**config.mk**
```make
export PLATFORM = sky130hd
export DESIGN_NAME = muldiv_unit_flat
export DESIGN_NICKNAME = d
export VERILOG_FILES = /design/src/rtl/muldiv_pkg.sv /design/src/rtl/muldiv_if.sv /design/src/rtl/muldiv_sign_fix.sv /design/src/rtl/muldiv_unit.sv /design/src/flat_wrapper.sv
export SDC_FILE = /design/constraint.sdc
export NUM_CORES = 1
export LEC_CHECK = 0
export BUFFER_PORTS_ARGS = -buffer_cell sky130_fd_sc_hd__buf_2
export CORE_ASPECT_RATIO = 1.25
export CORE_UTILIZATION = 65
export CTS_CLUSTER_SIZE = 28
export DETAILED_ROUTE_END_ITERATION = 6
export GPL_TIMING_DRIVEN = 0
export HOLD_SLACK_MARGIN = 0.05
export PLACE_DENSITY = 0.81
export SKIP_CTS_REPAIR_TIMING = 1
export SLEW_MARGIN = 20
export SYNTH_ARGS = -nofsm -noshare
export SYNTH_HDL_FRONTEND = slang
export SYNTH_SLANG_ARGS = --single-unit
```
**constraint.sdc**
```tcl
create_clock -name i_clk -period 14 [get_ports i_clk]
set_input_delay 0.7 -clock i_clk [delete_from_list [all_inputs] [get_ports i_clk]]
set_output_delay 0.7 -clock i_clk [all_outputs]
set_load 0.03 [all_outputs]
```
**src/rtl/muldiv_pkg.sv**
```systemverilog
// Shared definitions for the HI/LO multiply/divide unit.
//   op_e    : 3-bit decoded HI/LO operation code from the execute stage
//   state_e : iteration FSM states
//   MUL_ITERS / DIV_ITERS : fixed iteration counts (radix-256 mul, radix-2 div)
package muldiv_pkg;

  typedef enum logic [2:0] {
    OpNone  = 3'd0,
    OpMult  = 3'd1,
    OpMultu = 3'd2,
    OpDiv   = 3'd3,
    OpDivu  = 3'd4,
    OpMthi  = 3'd5,
    OpMtlo  = 3'd6,
    OpMul   = 3'd7
  } op_e;

  typedef enum logic [1:0] {
    StIdle    = 2'd0,
    StMulIter = 2'd1,
    StDivIter = 2'd2,
    StFix     = 2'd3
  } state_e;

  localparam int unsigned MUL_ITERS = 4;
  localparam int unsigned DIV_ITERS = 32;

  function automatic logic op_is_div(op_e op);
    return (op == OpDiv) || (op == OpDivu);
  endfunction

endpackage

```
**src/rtl/muldiv_if.sv**
```systemverilog
// Request/response bundle between the execute stage (master) and muldiv_unit (slave).
//   i_start  : request valid        i_op : operation code (muldiv_pkg::op_e encoding)
//   i_a/i_b  : rs/rt operands       i_cancel : exception flush, aborts work in flight
//   o_busy   : operation in flight  o_done   : one-cycle commit pulse
//   o_hi/o_lo: architectural HI/LO
interface muldiv_if;
  logic        i_start;
  logic [2:0]  i_op;
  logic [31:0] i_a;
  logic [31:0] i_b;
  logic        i_cancel;
  logic        o_busy;
  logic        o_done;
  logic [31:0] o_hi;
  logic [31:0] o_lo;

  modport slave (
    input  i_start, i_op, i_a, i_b, i_cancel,
    output o_busy, o_done, o_hi, o_lo
  );

  modport master (
    output i_start, i_op, i_a, i_b, i_cancel,
    input  o_busy, o_done, o_hi, o_lo
  );
endinterface

```
**src/rtl/muldiv_sign_fix.sv**
```systemverilog
// Combinational result correction applied in the FIX cycle.
//   i_raw  : unsigned magnitude result ({rem,quo} for divide, 64-bit product otherwise)
//   i_op   : operation being committed
//   i_sa/i_sb : operand sign bits (already zero for unsigned ops)
//   i_div0 : divisor was zero
//   o_hi/o_lo : values to commit to HI/LO
module muldiv_sign_fix
  import muldiv_pkg::*;
(
  input  logic [63:0] i_raw,
  input  op_e         i_op,
  input  logic        i_sa,
  input  logic        i_sb,
  input  logic        i_div0,
  output logic [31:0] o_hi,
  output logic [31:0] o_lo
);

  logic [63:0] w_prod_neg;

  assign w_prod_neg = -i_raw;

  always_comb begin
    o_hi = i_raw[63:32];
    o_lo = i_raw[31:0];
    if (op_is_div(i_op)) begin
      if (i_sa ^ i_sb) o_lo = -i_raw[31:0];
      // Remainder follows the dividend sign; for a zero divisor the remainder
      // magnitude is |A|, so this also restores Hi = A.
      if (i_sa) o_hi = -i_raw[63:32];
      if (i_div0) o_lo = 32'hFFFF_FFFF;
    end else if (i_sa ^ i_sb) begin
      o_hi = w_prod_neg[63:32];
      o_lo = w_prod_neg[31:0];
    end
  end

endmodule

```
**src/rtl/muldiv_unit.sv**
```systemverilog
// Multi-cycle HI/LO multiply/divide unit owning the architectural HI/LO registers.
//   i_clk   : clock, all state changes on the rising edge
//   i_rst_n : asynchronous active-low reset
//   bus     : muldiv_if.slave request/response bundle
// Multiplies take 4 radix-256 iterations plus a FIX cycle; divides take 32
// restoring radix-2 iterations plus a FIX cycle. Done pulses the cycle after FIX.
module muldiv_unit
  import muldiv_pkg::*;
(
  input  logic     i_clk,
  input  logic     i_rst_n,
  muldiv_if.slave  bus
);

  state_e      r_state, w_state_nxt;
  logic [4:0]  r_cnt;
  op_e         r_op;
  logic        r_sa, r_sb, r_div0;
  logic [31:0] r_ma;   // |A|; during divide, shifts dividend out and quotient in
  logic [31:0] r_mb;   // |B|; during multiply, shifts right one byte per iteration
  logic [63:0] r_acc;
  logic [31:0] r_rem;
  logic        r_busy, r_done;
  logic [31:0] r_hi, r_lo;

  op_e         w_op;
  logic        w_accept, w_go_mul, w_go_div, w_signed;
  logic        w_last_mul, w_last_div;
  logic        w_commit, w_busy_nxt, w_hi_we;
  logic [31:0] w_a_mag, w_b_mag;
  logic [39:0] w_pp;
  logic [63:0] w_pp_sh;
  logic [32:0] w_prem;
  logic [33:0] w_diff;
  logic        w_qbit;
  logic [31:0] w_rem_nxt;
  logic [63:0] w_raw;
  logic [31:0] w_fix_hi, w_fix_lo;

  assign w_op     = op_e'(bus.i_op);
  assign w_accept = (r_state == StIdle) && bus.i_start && !bus.i_cancel;
  assign w_go_mul = w_accept && (w_op == OpMult || w_op == OpMultu || w_op == OpMul);
  assign w_go_div = w_accept && op_is_div(w_op);
  assign w_signed = (w_op == OpMult) || (w_op == OpDiv) || (w_op == OpMul);

  // 0x80000000 negates to itself, which read unsigned is exactly 2^31.
  assign w_a_mag = (w_signed && bus.i_a[31]) ? -bus.i_a : bus.i_a;
  assign w_b_mag = (w_signed && bus.i_b[31]) ? -bus.i_b : bus.i_b;

  assign w_last_mul = (r_cnt == 5'(MUL_ITERS - 1));
  assign w_last_div = (r_cnt == 5'(DIV_ITERS - 1));

  // Radix-256 partial product: |A| times the current low byte of |B|.
  assign w_pp    = {8'b0, r_ma} * {32'b0, r_mb[7:0]};
  assign w_pp_sh = {24'b0, w_pp} << {r_cnt[1:0], 3'b000};

  // Restoring divide step on a 33-bit partial remainder.
  assign w_prem    = {r_rem, r_ma[31]};
  assign w_diff    = {1'b0, w_prem} - {2'b0, r_mb};
  assign w_qbit    = ~w_diff[33];
  assign w_rem_nxt = w_qbit ? w_diff[31:0] : w_prem[31:0];

  assign w_raw = op_is_div(r_op) ? {r_rem, r_ma} : r_acc;

  muldiv_sign_fix u_sign_fix (
    .i_raw  (w_raw),
    .i_op   (r_op),
    .i_sa   (r_sa),
    .i_sb   (r_sb),
    .i_div0 (r_div0),
    .o_hi   (w_fix_hi),
    .o_lo   (w_fix_lo)
  );

  // FSM state register
  always_ff @(posedge i_clk or negedge i_rst_n) begin
    if (!i_rst_n) r_state <= StIdle;
    else          r_state <= w_state_nxt;
  end

  // FSM next-state logic
  always_comb begin
    w_state_nxt = r_state;
    unique case (r_state)
      StIdle: begin
        if (w_go_mul)      w_state_nxt = StMulIter;
        else if (w_go_div) w_state_nxt = StDivIter;
      end
      StMulIter: if (w_last_mul) w_state_nxt = StFix;
      StDivIter: if (w_last_div) w_state_nxt = StFix;
      StFix:     w_state_nxt = StIdle;
      default:   w_state_nxt = StIdle;
    endcase
    if (r_state != StIdle && bus.i_cancel) w_state_nxt = StIdle;
  end

  // FSM outputs: commit only from FIX, and a cancel there wins over the commit.
  always_comb begin
    w_commit   = (r_state == StFix) && !bus.i_cancel;
    w_hi_we    = w_commit && (r_op != OpMul);
    w_busy_nxt = (w_state_nxt != StIdle);
  end

  // Datapath: operand latch and iteration registers
  always_ff @(posedge i_clk or negedge i_rst_n) begin
    if (!i_rst_n) begin
      r_cnt  <= '0;
      r_op   <= OpNone;
      r_sa   <= 1'b0;
      r_sb   <= 1'b0;
      r_div0 <= 1'b0;
      r_ma   <= '0;
      r_mb   <= '0;
      r_acc  <= '0;
      r_rem  <= '0;
    end else if (w_go_mul || w_go_div) begin
      r_cnt  <= '0;
      r_op   <= w_op;
      r_sa   <= w_signed && bus.i_a[31];
      r_sb   <= w_signed && bus.i_b[31];
      r_div0 <= (bus.i_b == 32'd0);
      r_ma   <= w_a_mag;
      r_mb   <= w_b_mag;
      r_acc  <= '0;
      r_rem  <= '0;
    end else if (r_state == StMulIter) begin
      r_cnt <= r_cnt + 5'd1;
      r_acc <= r_acc + w_pp_sh;
      r_mb  <= r_mb >> 8;
    end else if (r_state == StDivIter) begin
      r_cnt <= r_cnt + 5'd1;
      r_rem <= w_rem_nxt;
      r_ma  <= {r_ma[30:0], w_qbit};
    end
  end

  // Architectural HI/LO plus registered status
  always_ff @(posedge i_clk or negedge i_rst_n) begin
    if (!i_rst_n) begin
      r_hi   <= '0;
      r_lo   <= '0;
      r_busy <= 1'b0;
      r_done <= 1'b0;
    end else begin
      r_busy <= w_busy_nxt;
      r_done <= w_commit;
      if (w_hi_we) r_hi <= w_fix_hi;
      if (w_commit) r_lo <= w_fix_lo;
      if (w_accept && w_op == OpMthi) r_hi <= bus.i_a;
      if (w_accept && w_op == OpMtlo) r_lo <= bus.i_a;
    end
  end

  assign bus.o_busy = r_busy;
  assign bus.o_done = r_done;
  assign bus.o_hi   = r_hi;
  assign bus.o_lo   = r_lo;

endmodule

```
**src/flat_wrapper.sv**
```systemverilog
// flat-port wrapper written by rule: the top's interface ports become plain ports
module muldiv_unit_flat import muldiv_pkg::*;
  (i_clk, i_rst_n, bus_i_start, bus_i_op, bus_i_a, bus_i_b, bus_i_cancel, bus_o_busy, bus_o_done, bus_o_hi, bus_o_lo);
  muldiv_if bus_i ();
  input  logic i_clk;
  input  logic i_rst_n;
  input wire logic [$bits(bus_i.i_start)-1:0] bus_i_start;
  input wire logic [$bits(bus_i.i_op)-1:0] bus_i_op;
  input wire logic [$bits(bus_i.i_a)-1:0] bus_i_a;
  input wire logic [$bits(bus_i.i_b)-1:0] bus_i_b;
  input wire logic [$bits(bus_i.i_cancel)-1:0] bus_i_cancel;
  output wire logic [$bits(bus_i.o_busy)-1:0] bus_o_busy;
  output wire logic [$bits(bus_i.o_done)-1:0] bus_o_done;
  output wire logic [$bits(bus_i.o_hi)-1:0] bus_o_hi;
  output wire logic [$bits(bus_i.o_lo)-1:0] bus_o_lo;
  assign bus_i.i_start = bus_i_start;
  assign bus_i.i_op = bus_i_op;
  assign bus_i.i_a = bus_i_a;
  assign bus_i.i_b = bus_i_b;
  assign bus_i.i_cancel = bus_i_cancel;
  assign bus_o_busy = bus_i.o_busy;
  assign bus_o_done = bus_i.o_done;
  assign bus_o_hi = bus_i.o_hi;
  assign bus_o_lo = bus_i.o_lo;
  muldiv_unit u_core (.i_clk(i_clk), .i_rst_n(i_rst_n), .bus(bus_i));
endmodule
```
# --- After elaboration in Yosys (flattened, before gate mapping) ---
# Cells that the tools add are included.
op_classes:
  bitwise_logic: 2
  shifts: 1
  n_reduce_logical: 29
  mul: 1
  n_mux: 34
  n_lt_le_gt_ge: 0
  n_addsub: 8
  eq_ne: 16
  div: 0
ops:
  columns: ["op", "count"]
  rows:
  - ["$mux 32", 22]
  - ["$mux 64", 3]
  - ["$neg 32->32", 4]
  - ["$add 64x64->64", 1]
  - ["$neg 64->64", 1]
  - ["$shl 40x5->64", 1]
  - ["$mul 32x8->40", 1]
  - ["$sub 33x32->34", 1]
  - ["$logic_not 32->1", 1]
  - ["$eq 3x3->1 const B", 5]
  - ["$mux 5", 3]
  - ["$reduce_bool 2->1", 6]
  - ["$logic_and 1x1->1", 11]
  - ["$mux 2", 5]
  - ["$eq 3x2->1 const B", 3]
  - ["$pmux 2 s4", 1]
  - ["$logic_or 1x1->1", 7]
  - ["$add 5x1->5 const B", 1]
  - ["$eq 5x2->1 const B", 1]
  - ["$eq 5x5->1 const B", 1]
  - ["$eq 2x2->1 const B", 2]
  - ["$eq 3x1->1 const B", 1]
  - ["$ne 3x3->1 const B", 1]
  - ["$reduce_bool 3->1", 1]
  - ["7 further kinds", 7]
word_totals:
  rom_bits: 0
  memories: 0
  ram_bits: 0
  latchBits: 0
  elab_cells: 105
  output_inout_bits: 66
  input_bits: 71
  register_bits: 239

# --- Depth between registers and ports, before layout ---
logic_depth:
  depth_word: 9
  mapped_depth: 34
  ltp_nobuf: 31

# --- Hierarchy ---
# A second synthesis with hierarchy kept.
unflattened:
  cells_unflattened: 3489
  area_unflattened_um2: 28199.5
modules_own_cells:
  columns: ["module", "area_each_um2", "cells_each", "instances", "seq_area_each_um2"]
  rows:
  - ["muldiv_unit", 26444.1, 3203, 1, 5980.7]
  - ["muldiv_sign_fix", 1755.4, 286, 1, 0.0]

# --- Worst setup path after synthesis ---
# OpenSTA, ideal clock, no wires.
synth_timing:
  kind: "register to register"
  startpoint: "register u_core.r_mb[7]"
  endpoint: "register u_core.r_acc[48]"
  arrival_ps: 7476
  n_path_buf: 2
  slack_ps: 6392
  setup_time_ps: 132
  t_required_ps: 13868
  synth_period_minus_slack_ps: 7608
  path_stages_with_launch: 33
  cell_sequence: "dfrtp_1 clkbuf_1 nand2_1 fa_1 fa_1 inv_1 fa_1 inv_1 fa_1 inv_1 ha_1 a21oi_1 nor2b_1 nor4_1 nor4b_1 o211ai_1 nand2_1 a31oi_1 xnor2_1 mux2i_1 mux2i_1 ha_1 clkbuf_1 nand4_1 nor4_1 nand2_1 a2111oi_0 nor3_1 o31ai_1 a31oi_1 xnor2_1 mux2i_1 nor2_1"
synth_via:
  elab_chain_cells: 5
synth_lines:
  columns: ["element", "line", "text"]
  rows:
  - ["start: declaration", "muldiv_unit.sv:20", "logic [31:0] r_mb;"]
  - ["start signal: assignment", "muldiv_unit.sv:123", "r_mb <= w_b_mag;"]
  - ["start signal: assignment", "muldiv_unit.sv:129", "r_mb <= r_mb >> 8;"]
  - ["$mul 32x8->40", "muldiv_unit.sv:54", "assign w_pp = {8'b0, r_ma} * {32'b0, r_mb[7:0]};"]
  - ["$shl 40x5->64", "muldiv_unit.sv:55", "assign w_pp_sh = {24'b0, w_pp} << {r_cnt[1:0], 3'b000};"]
  - ["$add 64x64->64", "muldiv_unit.sv:128", "r_acc <= r_acc + w_pp_sh;"]
  - ["$mux 64", "muldiv_unit.sv:126", "end else if (r_state == StMulIter) begin"]
  - ["$mux 64", "muldiv_unit.sv:116", "end else if (w_go_mul || w_go_div) begin"]
  - ["end signal: assignment", "muldiv_unit.sv:128", null]
  - ["end: declaration", "muldiv_unit.sv:21", "logic [63:0] r_acc;"]
# No other way between the ends. The select of a mux whose other input is x is not followed.
# A chain may end at the register's enable or synchronous reset.

# --- Final worst setup path ---
# Ends and elaborated chain as after synthesis.

==> out/results.ini <==
[global_routing]
grt_pass1_wl_um = 181000
grt_pass1_vias = 29800
grt-ovfl-total = 0
antenna_found_initial = 3
track_usage_pct = 51.6
grt_max_degree = 93

[critical_path]
slowest_delay_ns = 0.91
critPathRequiredTime_ns = 14.44
arrival_ns = 11.27
critPathSlowestCell = fa_1
cp_common_cell = fa_1
r2r_slack_ns = 3.17
critPathMaxFanout = 10
path_class = flip-flop to flip-flop
cp-end-kind = flip-flop
critPathLaunchType = flip-flop

[layout]
multiInputGateArea_mm2 = 0.0219
drive_gt1_share_pct = 6.39
nFillCells = 3928
final_cell_mix = 409 x nand2_1, 321 x nor2_1, 292 x a21oi_1
nets = 4398
register_area_mm2 = 0.00598
synthToLayoutAreaGrowth_pct = 7.79
final_common_cell = nand2_1

[synth]
synthAdderAreaFrac_pct = 19.5
yosysSeqAreaShare_pct = 20.0
synthesis.instances = 3808
synth-edff-count = 0
yosys_warnings = 0
syn_area_mm2 = 0.0298
synth_top_area_share_pct = 20.0
synth_top_family_by_area = simple AND/OR/NAND/NOR gates
synthSimpleGateAreaFrac_pct = 21.5
ys_types = 99
ys_seq_elements = 239
yosys-mux-area-fraction_pct = 5.12
synth_xor_area_share_pct = 7.01
ys_async_sr_fraction_pct = 100
synth.largest_area_cell = dfrtp_1
ys.flop_type = dfrtp_1
synth_fp_nets = 4235
synth-compound-area-share_pct = 20.1
synthTopCellsByArea = dfrtp_1 20%, fa_1 12%, ha_1 7.3%, nand2_1 5.1%, a21oi_1 4.9%
syn_area_per_cell_um2 = 7.84

[sta]
holdWs_ns = 0.126
final_max_slew_viol_count = 0
tns_ns = 0
min_period_over_period_pct = 77.3
rsz0062_at_grt = no
fin_crit_ns = 10.83
relSlewSlack_pct = 11.4
fin_skew_ns = 0.0130
hold_viol = 0
worst_pin_slew_ns = 1.31
fin_ws_ns = 3.17
setup_viol = 0
fmax_mhz = 92.4

[routing]
wire_per_inst_um = 26.5
drt_iter0_drc = 3382
wirelength_um = 121000
first_pass_iters = 6
post-route-drc-count = 0
drt-vias-per-instance = 6.74
ant_nets = 0
vias = 30800

[floorplanning]
io_pins = 137
initial_core_util_pct = 66.1
core_area_mm2 = 0.0452
die_w_um = 194
die_area_mm2 = 0.0468
rows = 87
die_h_um = 242

[clock_network]
cts-htree-levels = 1
cts-root-buf = clkbuf_16
clk_pin_slew_ns = 0.07
clk_latency_ns = 0.57
clk_path_buf_depth = 3
clkSinkCount = 239
tritoncts = yes
cts_buffers = 25

[outcome]
status = completed

[job]
cap_violations = 0

[hold_path]
hp-class = primary input to asynchronous set/reset pin

[place]
place_ws_ns = 3.84
place_congestion = 1.08
portBuffers = 134
place_hpwl_um = 96200

==> flip-flops by register name, summed over array words and instances, names as in the netlist <==
signal	cells
u_core.r_ma	32
u_core.r_mb	32
u_core.bus.o_hi	32
u_core.r_div0	1
u_core.r_acc	64
u_core.r_state	2
u_core.r_sa	1
u_core.bus.o_busy	1
u_core.r_op	3
u_core.r_rem	32
u_core.r_sb	1
u_core.bus.o_lo	32
u_core.bus.o_done	1
u_core.r_cnt	5
==> Yosys cell counts (32+ instances only) <==
library cell / instances
xnor2_1: 143
fa_1: 182
nor4_1: 35
xor2_1: 94
o21ai_1: 59
nand3_1: 62
and3_1: 32
a211oi_1: 43
o31ai_1: 37
a31oi_1: 61
and2_1: 221
mux2i_1: 140
nand4_1: 39
o22ai_1: 45
o21ai_0: 210
a21oi_1: 292
nand2_1: 409
a21o_1: 57
clkbuf_1: 199
nor2_1: 321
dfrtp_1: 239
ha_1: 174
nor3_1: 76
inv_1: 280
==> area by class of cell <==
class,count,share of cell area [%]
sequential,239,18.6
multi-input combinational,3052,68.0
antenna,2,0.0156
clock inverter,11,0.579
timing repair buffer,136,2.29
buffer,236,2.90
inverter,281,3.28
clock buffer,33,2.10
tap,578,2.25
==> stage by stage <==
step / instance area, um^2 / std cells / utilization [%]
floorplan: 29800 / 3808 / -
finish: 32200 / 4568 / 71.2
detailed placement: 31300 / 4522 / 69.3
global route: 32200 / 4566 / 71.2
global placement: 31200 / 4520 / 69.2
CTS: 32200 / 4566 / 71.2
==> kinds of logic after synthesis <==
group	after synthesis
AO/OA/AOI/OAI	978
XOR/XNOR	238
adder cells (fa/ha/maj)	356
buffers and inverters	517
flip-flops	239
multiplexers	150
AND/OR/NAND/NOR	1330
==> metal layers <==
layer,vias to the layer above,global-route usage (%),share of wire [%]
li1,13500,-,-
met1,14600,57.6,33
met2,1998,78.8,43
met3,682,12.2,10
met4,4,53.8,13
met5,-,0,0.017
==> path summary, 6_finish.rpt <==
check                               startpoint             endpoint  cells past startpoint
max                             u_core.r_mb[7]     u_core.r_acc[48]                     30
min                                    i_rst_n     u_core.r_rem[23]                      1
max reg2reg                     u_core.r_mb[7]     u_core.r_acc[48]                     30
min reg2reg                u_core.bus.o_hi[20]  u_core.bus.o_hi[20]                      2
max in group asynchronous              i_rst_n     u_core.r_acc[35]                      3
min in group i_clk                bus_i_cancel    u_core.r_state[1]                      2
==> worst max-delay path, delay by kind of cell (launching register included) <==
family | cells | cell delay, ns
flip-flops | 1 | 0.74
AO/OA/AOI/OAI | 5 | 1.93
buffers and inverters | 4 | 0.99
adder cells (fa/ha/maj) | 6 | 2.87
multiplexers | 3 | 0.76
AND/OR/NAND/NOR | 10 | 2.80
XOR/XNOR | 2 | 0.56
Power is not shown: default switching activity piles up to over one toggle a cycle in this logic, so the estimate is an artifact.
